### src/rtl/dmem_arbiter_pkg.sv
// Shared types and constants for the data-memory arbiter slice.
package dmem_arbiter_pkg;

    localparam int unsigned DMEM_ADDR_W = 20;
    localparam int unsigned DMEM_DATA_W = 32;

    localparam logic OWNER_A = 1'b0;
    localparam logic OWNER_B = 1'b1;

    typedef struct packed {
        logic valid;
        logic owner;
    } rd_tag_t;

endpackage : dmem_arbiter_pkg

### src/rtl/dmem_arbiter_rd_tag_pipe.sv
// Fixed-depth shift register carrying {valid, owner} alongside each in-flight read.
module rd_tag_pipe
    import dmem_arbiter_pkg::*;
#(
    parameter int unsigned LAT = 2
) (
    input  logic    clk,
    input  logic    rstn,
    input  rd_tag_t tag_i,
    output rd_tag_t tag_o
);

    rd_tag_t [LAT-1:0] stage_q;
    rd_tag_t [LAT-1:0] stage_d;

    always_comb begin
        stage_d    = stage_q;
        stage_d[0] = tag_i;
        for (int i = 1; i < int'(LAT); i++) begin
            stage_d[i] = stage_q[i-1];
        end
    end

    // Synchronous clear drops every read still in flight.
    always_ff @(posedge clk) begin
        if (!rstn) begin
            stage_q <= '0;
        end else begin
            stage_q <= stage_d;
        end
    end

    assign tag_o = stage_q[LAT-1];

endmodule : rd_tag_pipe

### src/rtl/dmem_arbiter.sv
// Two-port arbiter for the single-port data memory: A has priority, B is aged to avoid starvation.
module dmem_arbiter
    import dmem_arbiter_pkg::*;
#(
    parameter int unsigned ADDR_W   = DMEM_ADDR_W,
    parameter int unsigned DATA_W   = DMEM_DATA_W,
    parameter int unsigned READ_LAT = 2,
    parameter int unsigned MAX_WAIT = 4
) (
    input  logic              clk,
    input  logic              rstn,

    input  logic              a_req,
    input  logic              a_we,
    input  logic [ADDR_W-1:0] a_addr,
    input  logic [DATA_W-1:0] a_wdata,
    output logic              a_gnt,
    output logic              a_rvalid,
    output logic [DATA_W-1:0] a_rdata,

    input  logic              b_req,
    input  logic              b_we,
    input  logic [ADDR_W-1:0] b_addr,
    input  logic [DATA_W-1:0] b_wdata,
    output logic              b_gnt,
    output logic              b_rvalid,
    output logic [DATA_W-1:0] b_rdata,

    output logic [ADDR_W-1:0] mem_addr,
    output logic [DATA_W-1:0] mem_wdata,
    output logic              mem_we,
    input  logic [DATA_W-1:0] mem_rdata
);

    localparam int unsigned CNT_W = $clog2(MAX_WAIT + 1);

    logic [CNT_W-1:0] wait_cnt_q;
    logic [CNT_W-1:0] wait_cnt_d;
    logic             force_b;
    rd_tag_t          tag_in;
    rd_tag_t          tag_out;

    assign force_b = b_req && (wait_cnt_q >= CNT_W'(MAX_WAIT));

    // Grant selection and memory mux; everything is held quiet while in reset.
    always_comb begin
        a_gnt     = 1'b0;
        b_gnt     = 1'b0;
        mem_addr  = '0;
        mem_wdata = '0;
        mem_we    = 1'b0;
        if (rstn) begin
            if (force_b) begin
                b_gnt = 1'b1;
            end else if (a_req) begin
                a_gnt = 1'b1;
            end else if (b_req) begin
                b_gnt = 1'b1;
            end
        end
        if (a_gnt) begin
            mem_addr  = a_addr;
            mem_wdata = a_wdata;
            mem_we    = a_we;
        end else if (b_gnt) begin
            mem_addr  = b_addr;
            mem_wdata = b_wdata;
            mem_we    = b_we;
        end
    end

    always_comb begin
        wait_cnt_d = wait_cnt_q;
        if (!b_req || b_gnt) begin
            wait_cnt_d = '0;
        end else if (wait_cnt_q < CNT_W'(MAX_WAIT)) begin
            wait_cnt_d = wait_cnt_q + CNT_W'(1);
        end
    end

    always_ff @(posedge clk) begin
        if (!rstn) begin
            wait_cnt_q <= '0;
        end else begin
            wait_cnt_q <= wait_cnt_d;
        end
    end

    always_comb begin
        tag_in       = '0;
        tag_in.valid = (a_gnt && !a_we) || (b_gnt && !b_we);
        tag_in.owner = b_gnt ? OWNER_B : OWNER_A;
    end

    rd_tag_pipe #(
        .LAT (READ_LAT)
    ) u_rd_tag_pipe (
        .clk   (clk),
        .rstn  (rstn),
        .tag_i (tag_in),
        .tag_o (tag_out)
    );

    assign a_rvalid = rstn && tag_out.valid && (tag_out.owner == OWNER_A);
    assign b_rvalid = rstn && tag_out.valid && (tag_out.owner == OWNER_B);
    assign a_rdata  = mem_rdata;
    assign b_rdata  = mem_rdata;

endmodule : dmem_arbiter
### config.mk
export PLATFORM = sky130hd
export DESIGN_NAME = dmem_arbiter
export DESIGN_NICKNAME = d
export VERILOG_FILES = /design/src/rtl/dmem_arbiter_pkg.sv /design/src/rtl/dmem_arbiter_rd_tag_pipe.sv /design/src/rtl/dmem_arbiter.sv
export SDC_FILE = /design/constraint.sdc
export NUM_CORES = 1
export LEC_CHECK = 0
export ABC_AREA = 1
export BUFFER_PORTS_ARGS = -buffer_cell sky130_fd_sc_hd__buf_2
export CAP_MARGIN = 25
export CORE_AREA = 2 2 102 104
export DETAILED_ROUTE_END_ITERATION = 12
export DIE_AREA = 0 0 104 106
export SYNTH_ARGS = -nofsm -noshare
export SYNTH_HDL_FRONTEND = slang
export SYNTH_SLANG_ARGS = --single-unit
### constraint.sdc
create_clock -name clk -period 1.3 [get_ports clk]
set_input_delay 0.26 -clock clk [delete_from_list [all_inputs] [get_ports clk]]
set_output_delay 0.26 -clock clk [all_outputs]
set_load 0.005 [all_outputs]
==> results.md, run 1 <==
- Rows: 37
- Iter 0 DRT Violations: 110
- Adder-cell share of the synthesized area: 0.006940
- CP max FO: 9
- Final ANT Viol Nets: 0
- IO buf count: 166
- Worst-margin pin slew: 0.2263 ns
- Die Ht: 106 um
- Gr ovfl total: 0
- Layout Nets: 537
- Failing checks: negative setup slack
- Synth area leaders: buf_4 27%, nand3_1 27%, nand2_1 12%
- WL met3: 550 um
- Setup CP Type: flip-flop to output pin
- Chip width: 104 um
- Min cycle time layout: 1.544 ns
- CP arrival: 1.28 ns
- Synth Area in Simple Gates: 0.4934
- Synth Area in Compound Gates: 0.002776
- Hold path cells: 3
- PD cells: 431.6 nW/um^2
- Worst endpoint required time: 1.04 ns
- Hold-fix buffers at CTS: 0
- Most frequent CP cell: buf_12
- Antenna cells: 0
- Largest family of logic cells by synthesized area: simple AND/OR/NAND/NOR gates
- Max Used Layer: met4
- Sequence of cells on the critical path: inv_2 > nand2_4 > buf_12 > buf_12 > nand3_1 > nand2_2 > buf_6
- WL/cell: 13.51 um
- Area growth syn-to-layout: 49.76%
- Post-synthesis mux area share: 0
- First-pass GRT wire length: 10320 um
- CTS max path bufs: 2
- I/O Pins: 263
- Final setup violation count: 55
- Max Cap Viol: 0
- DRT met1 WL: 2796 um
- Hold WS: 0.3049 ns
- Syn_area_per_cell: 6.304 um^2
- Outcome: finished with violations
- CP endpoint kind: output pin
- Max Clk Rate: 647.8 MHz
- Worst IR drop on VDD: 240.2 uV
- Unrepaired setup endpoints after global routing: yes
- Min-Delay Path Class: primary input to flip-flop
- Setup ws final: -0.2436 ns
- Final Max Tran Viols: 0
- H-tree Lvls: 1
- Fraction of synthesized cell area in xor and xnor cells: 0
- Clk sinks: 7
- Critical path's largest stage delay: 0.33 ns
- Worst path slowest cell: dfxtp_4
- GP Congestion: 0.7638
- Pre-antenna DRT Iters: 7
- Post-Route Skew: 0.0001330 ns
- Most used DFF post-synth: dfxtp_1
- R2R cell count: 6
- Setup TNS: -10.67 ns
- Cells after Synth: 286
- Clk Latency, worst-skew pair: 0.22 ns
- Clk slew on worst S/H paths: 0.04 ns
- Fraction of registers with async set/reset: 0
- Core area: 10000 um^2
- Slew HR: 0.8491
- Global Route Usage Sum: 0.1141
- Leak pwr: 1.566 nW
- Initial Util: 0.1803
- #FFs+latches synth: 7
- Post-synth top area share: 0.2706
- Most common cell in the netlist: nand3_1
- Post-synth EDFFs: 0
- Cell area after synthesis: 1803 um^2
- DRC: 0
- Layout cells sized above 1: 0.6081
- Detail Placement HPWL: 5096 um
- Crit path launch type: flip-flop
- Vias: 2260
- Synth top cells by count: 97 x nand3_1, 65 x buf_4, 59 x nand2_1
- Die ar.: 11020 um^2
- Post-synth net total: 429
- Synth area leader: buf_4
- Total CTS buffers: 3
- CTS tree: done
- Largest net degree at the start of global routing: 37
- Via density: 4.272
- R2R Setup Slk: 0.22 ns
- Vias in the first global route: 2106
- Fin crit share: 1.187
- Final Hold Viols: 0
- Root buffer cell: clkbuf_8
- Initial antenna violation count: 0
- Distinct cells, synth: 16
- Total wire length: 7149 um
- Synth warnings: 0
- Met2 WL: 3616 um
- Share of the yosys chip area belonging to registers: 0.07772
area by class of cell:
type / instances / area, um^2
flip-flops and latches: 7 / 143.9
fillers: 1159 / 7300
well taps: 136 / 170.2
repair buffers: 187 / 1219
inverters: 12 / 48.80
clock buffers: 4 / 45.04
multi-input cells: 183 / 1074
cells in the final DEF (no fill, tap or decap), types with 2 or more instances in the layout:
cell type  instances
buf_2            163
dfxtp_1            6
nand2_2            9
nor2_1             9
buf_16             3
nand3_1           75
nand3_2           30
inv_1              9
nand2_1           52
buf_4              6
buf_12             9
nand3_4            3
clkbuf_8           3
buf_6              4
clkbuf_16          2
critical path: cells and delay by family, from the launching register on:
kind / cells / cell delay [ns]
flops: 1 / 0.33
simple gates: 3 / 0.25
buf+inv: 4 / 0.46
cell families (layout without fill, tap and decap cells):
family,count (synthesis),count (layout)
compound gates,1,1
fa+ha+maj,1,1
buf+inv,96,203
flops,7,7
simple gates,181,181
metrics by stage:
| stage | cells | power (mW) | utilization | instance area (um^2) | worst slack [ns] |
|---|---|---|---|---|---|
| floorplan | 286 | 0.6228 | - | 1803 | 0.1703 |
| global route | 529 | 1.252 | 0.2700 | 2700 | -0.2860 |
| global placement | 516 | 0.7632 | 0.2262 | 2262 | -0.1017 |
| detailed placement | 516 | 0.7715 | 0.2262 | 2262 | -0.1085 |
| finish | 529 | 1.165 | 0.2700 | 2700 | -0.2436 |
| CTS | 527 | 1.156 | 0.2540 | 2540 | -0.2490 |
power by group:
group | switching (mW) | internal [mW] | total [mW] | leakage [nW]
clock network | 0.0867 | 0.212 | 0.298 | 0.0228
registers | 0.00261 | 0.221 | 0.223 | 0.0579
logic | 0.310 | 0.334 | 0.644 | 1.48
total | 0.399 | 0.766 | 1.17 | 1.57
path summary, 6_finish.rpt:
| path | endpoint | startpoint |
|---|---|---|
| worst max-delay path | mem_wdata[26] | wait_cnt_q[2] |
| worst max register to register | wait_cnt_q[1] | wait_cnt_q[2] |
| worst min-delay path | u_rd_tag_pipe.tag_o[1] | rstn |
| worst min register to register | u_rd_tag_pipe.tag_o[0] | u_rd_tag_pipe.stage_d[2] |
per-layer routing:
metal / global-route usage / vias up
li1: - / 1088
met1: 0.1316 / 1020
met2: 0.2072 / 131
met3: 0.02269 / 21
met4: 0.04440 / 0
met5: 0 / -
what timing repair did:
item | in CTS | in global routing
setup endpoints to repair | 54 | 55
buffers inserted | 4 | 0
gates cloned | 3 | 2
resized for setup | 24 | 23
pin swaps | 2 | 0
sequential cells by signal (all words and copies together), names as in the netlist:
register / cells
u_rd_tag_pipe.tag_o: 2
wait_cnt_q: 3
u_rd_tag_pipe.stage_d: 2
Note: power is estimated with default switching activity, not from simulation.
==> run 2: changes to the inputs <==
--- a/config.mk
+++ b/config.mk
@@ -8,9 +8,9 @@
 export ABC_AREA = 1
 export BUFFER_PORTS_ARGS = -buffer_cell sky130_fd_sc_hd__buf_2
 export CAP_MARGIN = 25
-export CORE_AREA = 2 2 102 104
+export CORE_AREA = 2 2 103 105
 export DETAILED_ROUTE_END_ITERATION = 12
-export DIE_AREA = 0 0 104 106
+export DIE_AREA = 0 0 105 107
 export SYNTH_ARGS = -nofsm -noshare
 export SYNTH_HDL_FRONTEND = slang
 export SYNTH_SLANG_ARGS = --single-unit
==> run 2 against run 1 <==
Compared with the run above:
- the run still ends with negative setup slack left
- critical path type unchanged
- via count increased by 1.5%
- largest cell class unchanged
- clock power grew 2%
- utilization down 0.32 points
- die area grew 1.9%
- total power grew 0.15%
- highest routed layer unchanged
- setup slack improved by 0.078 ns
- non-clock buffer count increased by 8
==> results.md, run 2 (synthesized netlist as in run 1, its figures left out) <==
- Hold WS: 0.3207 ns (+0.01579 ns)
- Root buffer cell: clkbuf_8
- Unrepaired setup endpoints after global routing: yes
- Min cycle time layout: 1.466 ns (-0.07802 ns)
- CP endpoint kind: output pin
- Failing checks: negative setup slack
- Grt met1 use: 0.1071 (-0.02443)
- Commonest non-fill, non-tap cell in the layout: buf_2
- Detail Placement HPWL: 5112 um (+0.31%)
- Fin crit share: 1.127 (-0.06001)
- Chip width: 105 um (+0.96%)
- Die ar.: 11240 um^2 (+1.9%)
- Setup ws final: -0.1656 ns (+0.07802 ns)
- Gr ovfl total: 0 (unchanged)
- Min-Delay Path Class: primary input to flip-flop
- Clk Latency, worst-skew pair: 0.22 ns (about the same)
- Hold path cells: 4 (+1)
- Max Clk Rate: 682.3 MHz (+5.3%)
- Met3 Track Usage GR: 0.01155 (-0.01114)
- Worst path slowest cell: dfxtp_4
- GP Congestion: 0.7316 (-4.2%)
- CTS tree: done
- PD cells: 433.5 nW/um^2 (+0.43%)
- Final setup violation count: 53 (-3.6%)
- Layout cells sized above 1: 0.5985 (-0.009639)
- Die Ht: 107 um (+0.94%)
- Met2 Use GR: 0.2055 (-0.001764)
- Antenna cells: 0 (unchanged)
- Most frequent cells in the layout: 164 x buf_2, 81 x nand3_1, 55 x nand2_1
- Reg2reg start: wait_cnt_q[2]
- Clock share of power: 0.260 (+0.004)
- WL/cell: 13.54 um (+0.19%)
- Rows: 37 (unchanged)
- CP max FO: 8 (-1)
- Global Route Usage Sum: 0.1030 (-0.01112)
- Clk slew on worst S/H paths: 0.04 ns (about the same)
- Max Cap Viol: 0 (unchanged)
- R2R Setup Slk: 0.32 ns (+0.10 ns)
- R2R cell count: 5 (-1)
- Total CTS buffers: 3 (unchanged)
- Vias in the first global route: 2054 (-2.5%)
- IO buf count: 166 (unchanged)
- Core area: 10090 um^2 (+0.93%)
- Area growth syn-to-layout: 49.34%
- DRC: 0 (unchanged)
- Sw Ratio: 0.3447 (+0.002030)
- Worst endpoint required time: 1.04 ns (about the same)
- Largest net degree at the start of global routing: 34 (-8.1%)
- Hold_sp: b_we
- Worst IR drop on VDD: 251.8 uV (+4.8%)
- P_int: 0.7648 mW (-0.16%)
- Sequence of cells on the critical path: inv_4 > nand2_8 > buf_12 > nand3_1 > nand2_1 > buf_2
- Combinational Power Share: 0.549 (-0.004)
- P_sw: 0.4023 mW (+0.74%)
- Final ANT Viol Nets: 0 (unchanged)
- Delay-heaviest family, CP: flip-flops
- FILL cells: 1165 (+0.52%)
- Final Max Tran Viols: 0 (unchanged)
- Slew HR: 0.8431 (-0.006088)
- Outcome: finished with violations
- Placed cells: 526 (+1.9%)
- Register share of total power: 0.191 (about the same)
- I/O Pins: 263 (unchanged)
- Iter 0 DRT Violations: 122 (+11%)
- Buffers plus inverters on the worst setup path: 3 (-1)
- Layout Nets: 545 (+1.5%)
- Setup CP Type: flip-flop to output pin
- Crit path launch type: flip-flop
- Power Total: 1.167 mW (+0.15%)
- WHS Endpoint: u_rd_tag_pipe.stage_d[3]
- Final Core Density: 0.2668 (-0.003221)
- Post-Route Skew: 0.001146 ns (+0.001013 ns)
- Initial Util: 0.1787 (-0.001654)
- Gr busiest metal: met2
- CP arrival: 1.21 ns (-0.07 ns)
- Largest register by flop count: wait_cnt_q
- Worst-margin pin slew: 0.2354 ns (+0.009132 ns)
- Finished Layout Cells: 537 (+1.5%)
- Vias: 2295 (+1.5%)
- Leak pwr: 1.592 nW (+1.7%)
- First-pass GRT wire length: 9446 um (-8.4%)
- CTS max path bufs: 2 (unchanged)
- Total wire length: 7271 um (+1.7%)
- Clk sinks: 7 (unchanged)
- Pre-antenna DRT Iters: 4 (-3)
- H-tree Lvls: 1 (unchanged)
- Max FFs per register: 3 (unchanged)
- Final Hold Viols: 0 (unchanged)
- Initial antenna violation count: 0 (unchanged)
- Via density: 4.274 (about the same)
- Critical path's largest stage delay: 0.37 ns (+0.04 ns)
- Worst reg2reg endpoint: wait_cnt_q[1]
==> run 2: changes by cell type in the layout (fill, tap and decap cells not counted), sizes merged <==
cell,change
buf,+6
clkbuf,+2
==> run 2: worst max path at each step <==
| stage | from | endpoint | slack (ns) | cells past startpoint |
|---|---|---|---|---|
| after detailed placement | a_req | mem_wdata[1] | -0.08 | 7 |
| after global placement | a_req | mem_wdata[1] | -0.07 | 7 |
| after global routing | wait_cnt_q[2] | mem_addr[19] | -0.23 | 6 |
| final | wait_cnt_q[2] | mem_wdata[0] | -0.17 | 6 |
| after CTS | wait_cnt_q[2] | mem_wdata[1] | -0.20 | 6 |
| after floorplan | wait_cnt_q[2] | mem_addr[0] | 0.17 | 5 |
==> run 2: area by class of cell <==
type | instances | area, um^2 | share of cell area
inverter | 12 | 51.30 | 0.01905
timing repair buffer | 195 | 1240 | 0.4605
clock buffer | 4 | 45.04 | 0.01673
sequential | 7 | 143.9 | 0.05344
tap | 136 | 170.2 | 0.06320
multi-input combinational | 183 | 1042 | 0.3871
==> run 2: power by group through the flow <==
| stage | clock, mW | sequential, mW | combinational [mW] |
|---|---|---|---|
| finish | 0.303 | 0.223 | 0.641 |
| global route | 0.331 | 0.223 | 0.702 |
| detailed placement | 0 | 0.228 | 0.556 |
| floorplan | 0 | 0.228 | 0.395 |
| CTS | 0.312 | 0.225 | 0.558 |
| global placement | 0 | 0.228 | 0.544 |
==> run 2: tightest hold or removal path, stage by stage <==
cell	delay, ns
buf_2	0.09
inv_1	0.03
nand3_1	0.07
nand2_1	0.05
==> run 2: metrics by stage <==
stage	cell area (um^2)	worst slack, ns	setup TNS, ns
after floorplan	1803	0.1703	0
after global placement	2337	-0.06622	-0.7315
after detailed placement	2337	-0.08080	-1.473
after CTS	2429	-0.2046	-6.848
after global routing	2693	-0.2319	-11.33
final	2693	-0.1656	-7.561
==> run 2: layer usage <==
layer / share of wire / wire length (um) / vias to the layer above
li1: - / - / 1108
met1: 0.38 / 2731 / 1044
met2: 0.53 / 3884 / 124
met3: 0.073 / 530 / 19
met4: 0.017 / 125 / 0
met5: 0 / 0 / -
==> run 2: repair_timing <==
| item | CTS | global route |
|---|---|---|
| buffers inserted | 2 | 0 |
| hold buffers | 0 | 0 |
| gates cloned | 0 | 5 |
| gates resized for setup | 9 | 32 |
| endpoints found under the setup margin | 54 | 54 |
| pin swaps | 0 | 15 |
